$ cat config.mk
export PLATFORM = sky130hd
export DESIGN_NAME = rf_writeback_unit
export DESIGN_NICKNAME = d
export VERILOG_FILES = /design/src/rtl/rf_pkg.sv /design/src/rtl/wb_fifo.sv /design/src/rtl/rf_writeback_unit.sv
export SDC_FILE = /design/constraint.sdc
export NUM_CORES = 1
export LEC_CHECK = 0
export ABC_CLOCK_PERIOD_IN_PS = 2400
export BUFFER_PORTS_ARGS = -buffer_cell sky130_fd_sc_hd__buf_4
export CAP_MARGIN = 25
export CORE_UTILIZATION = 54
export CTS_BUF_LIST = sky130_fd_sc_hd__clkbuf_16
export DETAILED_ROUTE_END_ITERATION = 7
export GPL_TIMING_DRIVEN = 0
export PLACE_DENSITY = 0.77
export SLEW_MARGIN = 25
export SYNTH_ARGS = -nofsm -noshare
export SYNTH_HDL_FRONTEND = slang
export SYNTH_SLANG_ARGS = --single-unit
$ cat constraint.sdc
create_clock -name clk -period 2.4 [get_ports clk]
set_input_delay 0.48 -clock clk [delete_from_list [all_inputs] [get_ports clk]]
set_output_delay 0.48 -clock clk [all_outputs]
set_load 0.02 [all_outputs]
$ cat src/rtl/rf_pkg.sv
// Shared types and default widths for the register-file writeback unit.
package rf_pkg;

  localparam int DATA_W = 19;
  localparam int ADDR_W = 4;

  typedef struct packed {
    logic [ADDR_W-1:0] rd;
    logic [DATA_W-1:0] data;
  } wb_req_t;

  typedef enum logic {
    NORMAL    = 1'b0,
    FORCE_MEM = 1'b1
  } wb_state_e;

endpackage

$ cat src/rtl/wb_fifo.sv
// Small synchronous circular-buffer FIFO with a combinational head read.
// A push and a pop in the same cycle are accepted at any occupancy, including full.
module wb_fifo #(
  parameter int WIDTH = 23,
  parameter int DEPTH = 4
) (
  input  logic                     clk,
  input  logic                     rst_n,
  input  logic                     push_i,
  input  logic [WIDTH-1:0]         wdata_i,
  input  logic                     pop_i,
  output logic [WIDTH-1:0]         rdata_o,
  output logic                     full_o,
  output logic                     empty_o,
  output logic [$clog2(DEPTH):0]   count_o
);

  localparam int PTR_W = $clog2(DEPTH);

  logic [WIDTH-1:0] mem_q [DEPTH];
  logic [PTR_W-1:0] wptr_q, rptr_q;
  logic [PTR_W:0]   count_q;
  logic             do_push, do_pop;

  assign full_o  = (count_q == (PTR_W+1)'(DEPTH));
  assign empty_o = (count_q == '0);
  assign count_o = count_q;
  assign rdata_o = mem_q[rptr_q];

  assign do_pop  = pop_i && !empty_o;
  assign do_push = push_i && (!full_o || do_pop);

  // Storage carries no reset; only the pointers and occupancy define validity.
  always_ff @(posedge clk) begin
    if (do_push) mem_q[wptr_q] <= wdata_i;
  end

  always_ff @(posedge clk or negedge rst_n) begin
    if (!rst_n) begin
      wptr_q  <= '0;
      rptr_q  <= '0;
      count_q <= '0;
    end else begin
      if (do_push) wptr_q <= wptr_q + PTR_W'(1);
      if (do_pop)  rptr_q <= rptr_q + PTR_W'(1);
      case ({do_push, do_pop})
        2'b10:   count_q <= count_q + (PTR_W+1)'(1);
        2'b01:   count_q <= count_q - (PTR_W+1)'(1);
        default: count_q <= count_q;
      endcase
    end
  end

endmodule

$ cat src/rtl/rf_writeback_unit.sv
// Register-file write-port arbiter: ALU path has fixed priority, the queued load
// path is forced through after STARVE_LIMIT losses. Optional macro: RF_WB_DROP_R0_EN.
module rf_writeback_unit #(
  parameter int DATA_W       = rf_pkg::DATA_W,
  parameter int ADDR_W       = rf_pkg::ADDR_W,
  parameter int FIFO_DEPTH   = 4,
  parameter int STARVE_LIMIT = 3
) (
  input  logic                          clk,
  input  logic                          rst_n,
  input  logic                          alu_valid,
  output logic                          alu_ready,
  input  logic [ADDR_W-1:0]             alu_rd,
  input  logic [DATA_W-1:0]             alu_data,
  input  logic                          mem_valid,
  output logic                          mem_ready,
  input  logic [ADDR_W-1:0]             mem_rd,
  input  logic [DATA_W-1:0]             mem_data,
  output logic                          RegWrite,
  output logic [ADDR_W-1:0]             WriteReg,
  output logic [DATA_W-1:0]             WriteData,
  output logic [$clog2(FIFO_DEPTH):0]   mem_count
);

  import rf_pkg::*;

  localparam int REQ_W = ADDR_W + DATA_W;
  localparam int SC_W  = $clog2(STARVE_LIMIT + 1);

  wb_state_e         state_q;
  logic [SC_W-1:0]   starve_q;
  logic              reg_write_q;
  logic [ADDR_W-1:0] write_reg_q;
  logic [DATA_W-1:0] write_data_q;

  logic              fifo_full, fifo_empty;
  logic [REQ_W-1:0]  head;
  logic              alu_win, mem_win, any_win, win_we_d;
  logic [ADDR_W-1:0] win_rd_d;
  logic [DATA_W-1:0] win_data_d;

  wb_fifo #(
    .WIDTH (REQ_W),
    .DEPTH (FIFO_DEPTH)
  ) u_mem_fifo (
    .clk     (clk),
    .rst_n   (rst_n),
    .push_i  (mem_valid && mem_ready),
    .wdata_i ({mem_rd, mem_data}),
    .pop_i   (mem_win),
    .rdata_o (head),
    .full_o  (fifo_full),
    .empty_o (fifo_empty),
    .count_o (mem_count)
  );

  assign alu_ready  = (state_q == NORMAL) || fifo_empty;
  assign mem_ready  = !fifo_full;
  assign alu_win    = alu_valid && alu_ready;
  assign mem_win    = !alu_win && !fifo_empty;
  assign any_win    = alu_win || mem_win;
  assign win_rd_d   = alu_win ? alu_rd   : head[REQ_W-1:DATA_W];
  assign win_data_d = alu_win ? alu_data : head[DATA_W-1:0];

`ifdef RF_WB_DROP_R0_EN
  // r0 writes still consume their handshake but never strobe the register file.
  assign win_we_d = any_win && (win_rd_d != '0);
`else
  assign win_we_d = any_win;
`endif

  assign RegWrite  = reg_write_q;
  assign WriteReg  = write_reg_q;
  assign WriteData = write_data_q;

  always_ff @(posedge clk or negedge rst_n) begin
    if (!rst_n) begin
      state_q      <= NORMAL;
      starve_q     <= '0;
      reg_write_q  <= 1'b0;
      write_reg_q  <= '0;
      write_data_q <= '0;
    end else begin
      reg_write_q <= win_we_d;
      if (any_win) begin
        write_reg_q  <= win_rd_d;
        write_data_q <= win_data_d;
      end
      case (state_q)
        NORMAL: begin
          // The queue loses only when the ALU wins while an entry is waiting.
          if (alu_win && !fifo_empty) begin
            if (starve_q == SC_W'(STARVE_LIMIT - 1)) begin
              state_q  <= FORCE_MEM;
              starve_q <= '0;
            end else begin
              starve_q <= starve_q + SC_W'(1);
            end
          end else begin
            starve_q <= '0;
          end
        end
        FORCE_MEM: begin
          state_q  <= NORMAL;
          starve_q <= '0;
        end
        default: begin
          state_q  <= NORMAL;
          starve_q <= '0;
        end
      endcase
    end
  end

endmodule

==> out/metrics.cfg, run 1 <==
[setup_path]
critPathMaxFanout = 6
crit_required_ns = 2.74
crit_arrival_ns = 2.58
crit_type = reg -> reg
crit_path_end_kind = flip-flop
reg2reg_from = u_mem_fifo.count_o[0]
ff2ff_setup_slack_ns = 0.16
worstSetupStartpointType = flip-flop
r2r.worst_path.cells = 9
rr_endpoint = u_mem_fifo.count_o[2]

[sta]
min_period_over_period_pct = 93.5
maxSlewViolCount = 0
whs_ns = 0.0225
fin_crit_ns = 2.24
hold_violations = 0
worstMarginPinSlew_ns = 0.672
grt_setup_unrepaired = no
setup_viol = 0
tns_ns = 0
fin_skew_ns = 0.00685
slew-limit-headroom_pct = 55.2
fmax_mhz = 446

[clocking]
cts.clk_slew.worst_paths_ns = 0.06
cts_tree = yes
cts_buffers = 17
postCtsSetupBuffers = 0
cts_root_buf = clkbuf_16
cts_max_path_buffers = 2
clock-sinks = 126
insertion_delay_ns = 0.41
htree_levels = 4

[synth]
syn_nets = 307
synth_simple_gate_area_share_pct = 5.03
yosysWarnings = 0
synthesis.area_um2 = 4930
synth_mux_area_share_pct = 11.3
synth-edff-count = 92
ys.flop_type = edfxtp_1
avgSynthCellArea_um2 = 19.6
ys_seq_area_share_pct = 73.3
synth_area_leaders = edfxtp_1 (56%), dfrtp_1 (17%), mux4_2 (8.2%)
yosys-top-cells-count = edfxtp_1 (92), dfrtp_1 (34), and3_1 (27)
synth_async_sr_flop_share_pct = 27.0
synth_compound_area_share_pct = 4.82
yosysUniqueCellTypes = 28
synth_xor_xnor_area_share_pct = 1.07
synth_top_area_cell = edfxtp_1
ys_ff_latch = 126
synth_fa_ha_area_share_pct = 1.68
synth_most_common_cell = edfxtp_1
synth_top_area_share_pct = 56.0
synth_top_family_by_area = multiplexers
postSynthCellCount = 251

[layout]
area_delta_synth_final_pct = 26.8
antenna_cells = 0
drive_above_1_share_pct = 40.8
nets = 403
nFillCells = 531

[worst_hold_path]
worstHoldPathType = in -> async

[placement]
hpwl_um = 5710
gp_congestion = 0.727
io_buffer_count = 78

[run_status]
status = finished, final reports clean

[global_route]
gr-total-overflow = 0
busiest_layer = met2
first_global_vias = 2909
grt_use_met2_pct = 37.2
grt_max_degree = 35
grt_pass1_wl_um = 15500
met1_usage_pct = 28.8
grt_antenna_before_repair = 0
grt_use_met3_pct = 5.47
grt_util_all_layers_pct = 22.4

[floorplanning]
start_util_pct = 56.3
die_h_um = 97.5
core_um2 = 8760
rows = 34
design.die.area_um2 = 9520
die_w_um = 97.5
boundaryPins = 79

[detailed_routing]
avgRoutedWirePerCell_um = 21.1
detail-route-antenna-nets = 0
vias = 2775
routed_via_density = 5.93
drc_errors = 0
drt-total-wl_um = 9880
first_pass_iters = 4
drtIter0Drc = 128

[power_and_ir_drop]
power_density_nw_per_um2 = 1300
ir_worst_vdd_mv = 0.592
p_leak_nw = 2.49

[flow_run]
drv_cap = 0

[worst max-delay path, stage by stage, from the launching register on]
cell	delay [ns]
dfrtp_2	0.44
or3b_4	0.43
and2_1	0.21
inv_1	0.08
ha_1	0.18
inv_1	0.06
fa_1	0.37
xor2_1	0.15
nor2_1	0.11
xor2_1	0.14
[kinds of logic (layout without fill, tap and decap cells)]
kind of cell | count (synthesis) | in the layout
AOI/OAI and AO/OA | 24 | 24
muxes | 25 | 25
adders and majority gates | 6 | 6
and+or+nand+nor | 40 | 40
buffers and inverters | 24 | 133
xor gates and xnor gates | 6 | 6
DFF | 126 | 126
[worst max path at each step]
stage	from	endpoint	slack [ns]	cells after the start
CTS	state_q	u_mem_fifo.count_o[2]	0.04	10
finish	u_mem_fifo.count_o[0]	u_mem_fifo.count_o[2]	0.16	9
global route	u_mem_fifo.count_o[0]	u_mem_fifo.count_o[2]	0.004	9
floorplan	u_mem_fifo.count_o[0]	u_mem_fifo.count_o[2]	0.05	9
detailed placement	u_mem_fifo.count_o[0]	u_mem_fifo.count_o[2]	-0.21	11
global placement	u_mem_fifo.count_o[0]	u_mem_fifo.count_o[2]	-0.16	11
[power breakdown]
part / total, mW / internal [mW] / switching, mW
Combinational: 2.41 / 1.19 / 1.22
Clock: 2.54 / 1.54 / 0.995
Sequential: 3.19 / 2.95 / 0.245
[cell type report]
type | instances | area, µm² | area share [%]
Buffer | 15 | 109 | 1.74
Clock buffer | 17 | 425 | 6.80
Clock inverter | 15 | 161 | 2.58
Inverter | 8 | 30.0 | 0.480
Multi-Input combinational cell | 101 | 1190 | 19.1
Sequential cell | 126 | 3610 | 57.8
Tap cell | 108 | 135 | 2.16
Timing Repair Buffer | 78 | 586 | 9.37
[metrics by stage]
step | worst slack, ns | cell area [µm²] | cells | util, % | total power [mW]
floorplan | 0.0515 | 4930 | 251 | - | 4.79
global placement | -0.156 | 5650 | 437 | 64.5 | 5.53
detailed placement | -0.215 | 5660 | 437 | 64.5 | 5.60
CTS | 0.0399 | 6240 | 468 | 71.2 | 8.18
global route | 0.00443 | 6250 | 468 | 71.3 | 8.48
finish | 0.157 | 6250 | 468 | 71.3 | 8.14
[metal layers]
layer  up-vias  wire length, µm
met2       105             5170
li1       1221                -
met3        10              558
met5         -                0
met1      1439             4060
met4         0               89
[flip-flops by register name (all words and copies together) (netlist names)]
name                count
starve_q                2
u_mem_fifo.count_o      3
WriteReg                4
u_mem_fifo.wptr_q       2
RegWrite                1
u_mem_fifo.mem_q       92
state_q                 1
WriteData              19
u_mem_fifo.rptr_q       2
[layout by cell type (no fill, tap or decap), types with 2 or more instances in the layout]
cell	n
xor2_1	2
nand2b_1	2
clkinv_4	2
and2_1	2
a221o_1	23
clkbuf_1	4
ha_1	5
buf_12	2
mux4_1	5
bufinv_16	2
buf_2	6
edfxtp_1	92
inv_1	8
clkbuf_16	17
xnor2_1	4
buf_4	78
and3_1	23
dfrtp_1	33
nor3b_1	2
and3_2	4
mux4_2	18
clkinvlp_4	3
inv_6	6
[timing repair]
action | 4_1_cts | 5_1_grt
endpoints found under the setup margin | 2 | 2
hold buffers | 0 | 0
gates resized for setup | 2 | 5
Note: power is estimated with default switching activity, not from simulation.
==> run 2, diff against run 1 <==
- REMOVE_ABC_BUFFERS: default -> 1
==> out/metrics.cfg, run 2 (synthesized netlist as in run 1, its figures left out) <==
[placement]
hpwl_um = 5710
dp_cells = 423
place_area_um2 = 5590
gp_congestion = 0.657
io_buffer_count = 78

[layout]
largest_register_ff_count = 92
final_common_cell = edfxtp_1
final_cells = 455
register_area_um2 = 3620
nets = 390
top_register = u_mem_fifo.mem_q
area_delta_synth_final_pct = 25.4
drive_above_1_share_pct = 39.5
nFillCells = 555
finalInstanceArea_um2 = 6180
antenna_cells = 0
multi_input_area_um2 = 1190
layout_common_cells = edfxtp_1 (92), buf_4 (78), dfrtp_1 (32), and3_1 (23), a221o_1 (23)

[global_route]
grt_max_degree = 35
grt_use_met3_pct = 7.99
grt_use_met2_pct = 36.4
gr-total-overflow = 0
first_global_vias = 2870
busiest_layer = met2
grt_antenna_before_repair = 0
grt_util_all_layers_pct = 22.5
met1_usage_pct = 28.5
grt_pass1_wl_um = 15600

[setup_path]
r2r.worst_path.cells = 9
rr_endpoint = u_mem_fifo.count_o[2]
critPathMaxFanout = 6
crit_path_end_kind = flip-flop
crit_arrival_ns = 2.59
crit_required_ns = 2.73
reg2reg_from = u_mem_fifo.count_o[0]
startpoint = u_mem_fifo.count_o[0]
crit_end = u_mem_fifo.count_o[2]
crit_type = reg -> reg
worstSetupStartpointType = flip-flop
ff2ff_setup_slack_ns = 0.14

[floorplanning]
die_h_um = 97.5
start_util_pct = 56.3
design.die.area_um2 = 9520
rows = 34
core_um2 = 8760
boundaryPins = 79
die_w_um = 97.5

[detailed_routing]
avgRoutedWirePerCell_um = 21.0
vias = 2704
drt-total-wl_um = 9550
drtIter0Drc = 166
drc_errors = 0
routed_via_density = 5.94
detail-route-antenna-nets = 0
first_pass_iters = 4

[sta]
hold_violations = 0
tns_ns = 0
fin_skew_ns = 0.00660
setup_viol = 0
fmax_mhz = 443
fin_crit_ns = 2.26
min_period_over_period_pct = 94.1
grt_setup_unrepaired = no
slew-limit-headroom_pct = 34.1
worstMarginPinSlew_ns = 0.988
maxSlewViolCount = 0
whs_ns = 0.0305

[power_and_ir_drop]
power_density_nw_per_um2 = 1290
ir_worst_vdd_mv = 0.679
p_leak_nw = 2.45

[clocking]
cts.clk_slew.worst_paths_ns = 0.05
insertion_delay_ns = 0.41
cts_max_path_buffers = 2
hold_buffers = 0
cts_tree = yes
postCtsSetupBuffers = 0
cts_buffers = 17
clock-sinks = 126
cts_root_buf = clkbuf_16
htree_levels = 4

[flow_run]
drv_cap = 0

[worst_hold_path]
worstHoldPathType = in -> async

[run_status]
status = finished, final reports clean

run 2: cell types whose count changed in the layout (fill, tap and decap cells not counted), sizes merged:
cell	change
clkbuf	-6
clkinvlp	-1
bufinv	+1
buf	-7
inv	-5
clkinv	+5
run 2: layout make-up:
type / instances / share of cell area (%)
clock buffer: 17 / 6.88
clock inverter: 15 / 2.49
inverter: 8 / 0.486
multi-input combinational: 101 / 19.3
sequential: 126 / 58.5
tap: 108 / 2.19
timing repair buffer: 80 / 10.2
run 2: routing by layer:
metal / up-vias / share of wire (%)
li1: 1189 / -
met1: 1406 / 41
met2: 98 / 52
met3: 11 / 5.8
met4: 0 / 1.4
met5: - / 0
run 2: power breakdown:
part	internal, mW	switching [mW]	total [mW]
registers	2.95	0.377	3.33
logic	1.12	1.06	2.18
clock network	1.61	0.883	2.49
total	5.68	2.32	8.00
run 2: worst max-delay path, stage by stage, from the launching register on:
cell	delay [ns]
dfrtp_1	0.44
or3b_4	0.45
and2_1	0.22
inv_1	0.07
ha_1	0.16
inv_1	0.06
fa_1	0.37
xor2_1	0.15
nor2_1	0.11
xor2_1	0.15
run 2: metrics by stage:
step	util [%]	setup slack, ns	total power [mW]
3_3_place_gp	63.2	-0.313	5.40
2_1_floorplan	-	0.0515	4.65
5_1_grt	70.5	0.0110	8.38
6_report	70.5	0.142	8.00
4_1_cts	70.5	0.00106	8.06
3_5_place_dp	63.8	-0.325	5.56
run 2: worst min path at each step:
stage,from,end,slack (ns),cells past startpoint
2_1_floorplan,rst_n,RegWrite,0.18,0
3_3_place_gp,starve_q[1],starve_q[1],0.43,1
3_5_place_dp,starve_q[0],starve_q[0],0.45,1
4_1_cts,rst_n,WriteData[14],0.04,1
5_1_grt,rst_n,WriteData[14],0.05,1
6_report,rst_n,WriteData[14],0.03,1
run 2: repair_timing:
item                       CTS  global route
setup endpoints to repair    2             2
hold endpoints to repair     0             0
resized for setup            2             2
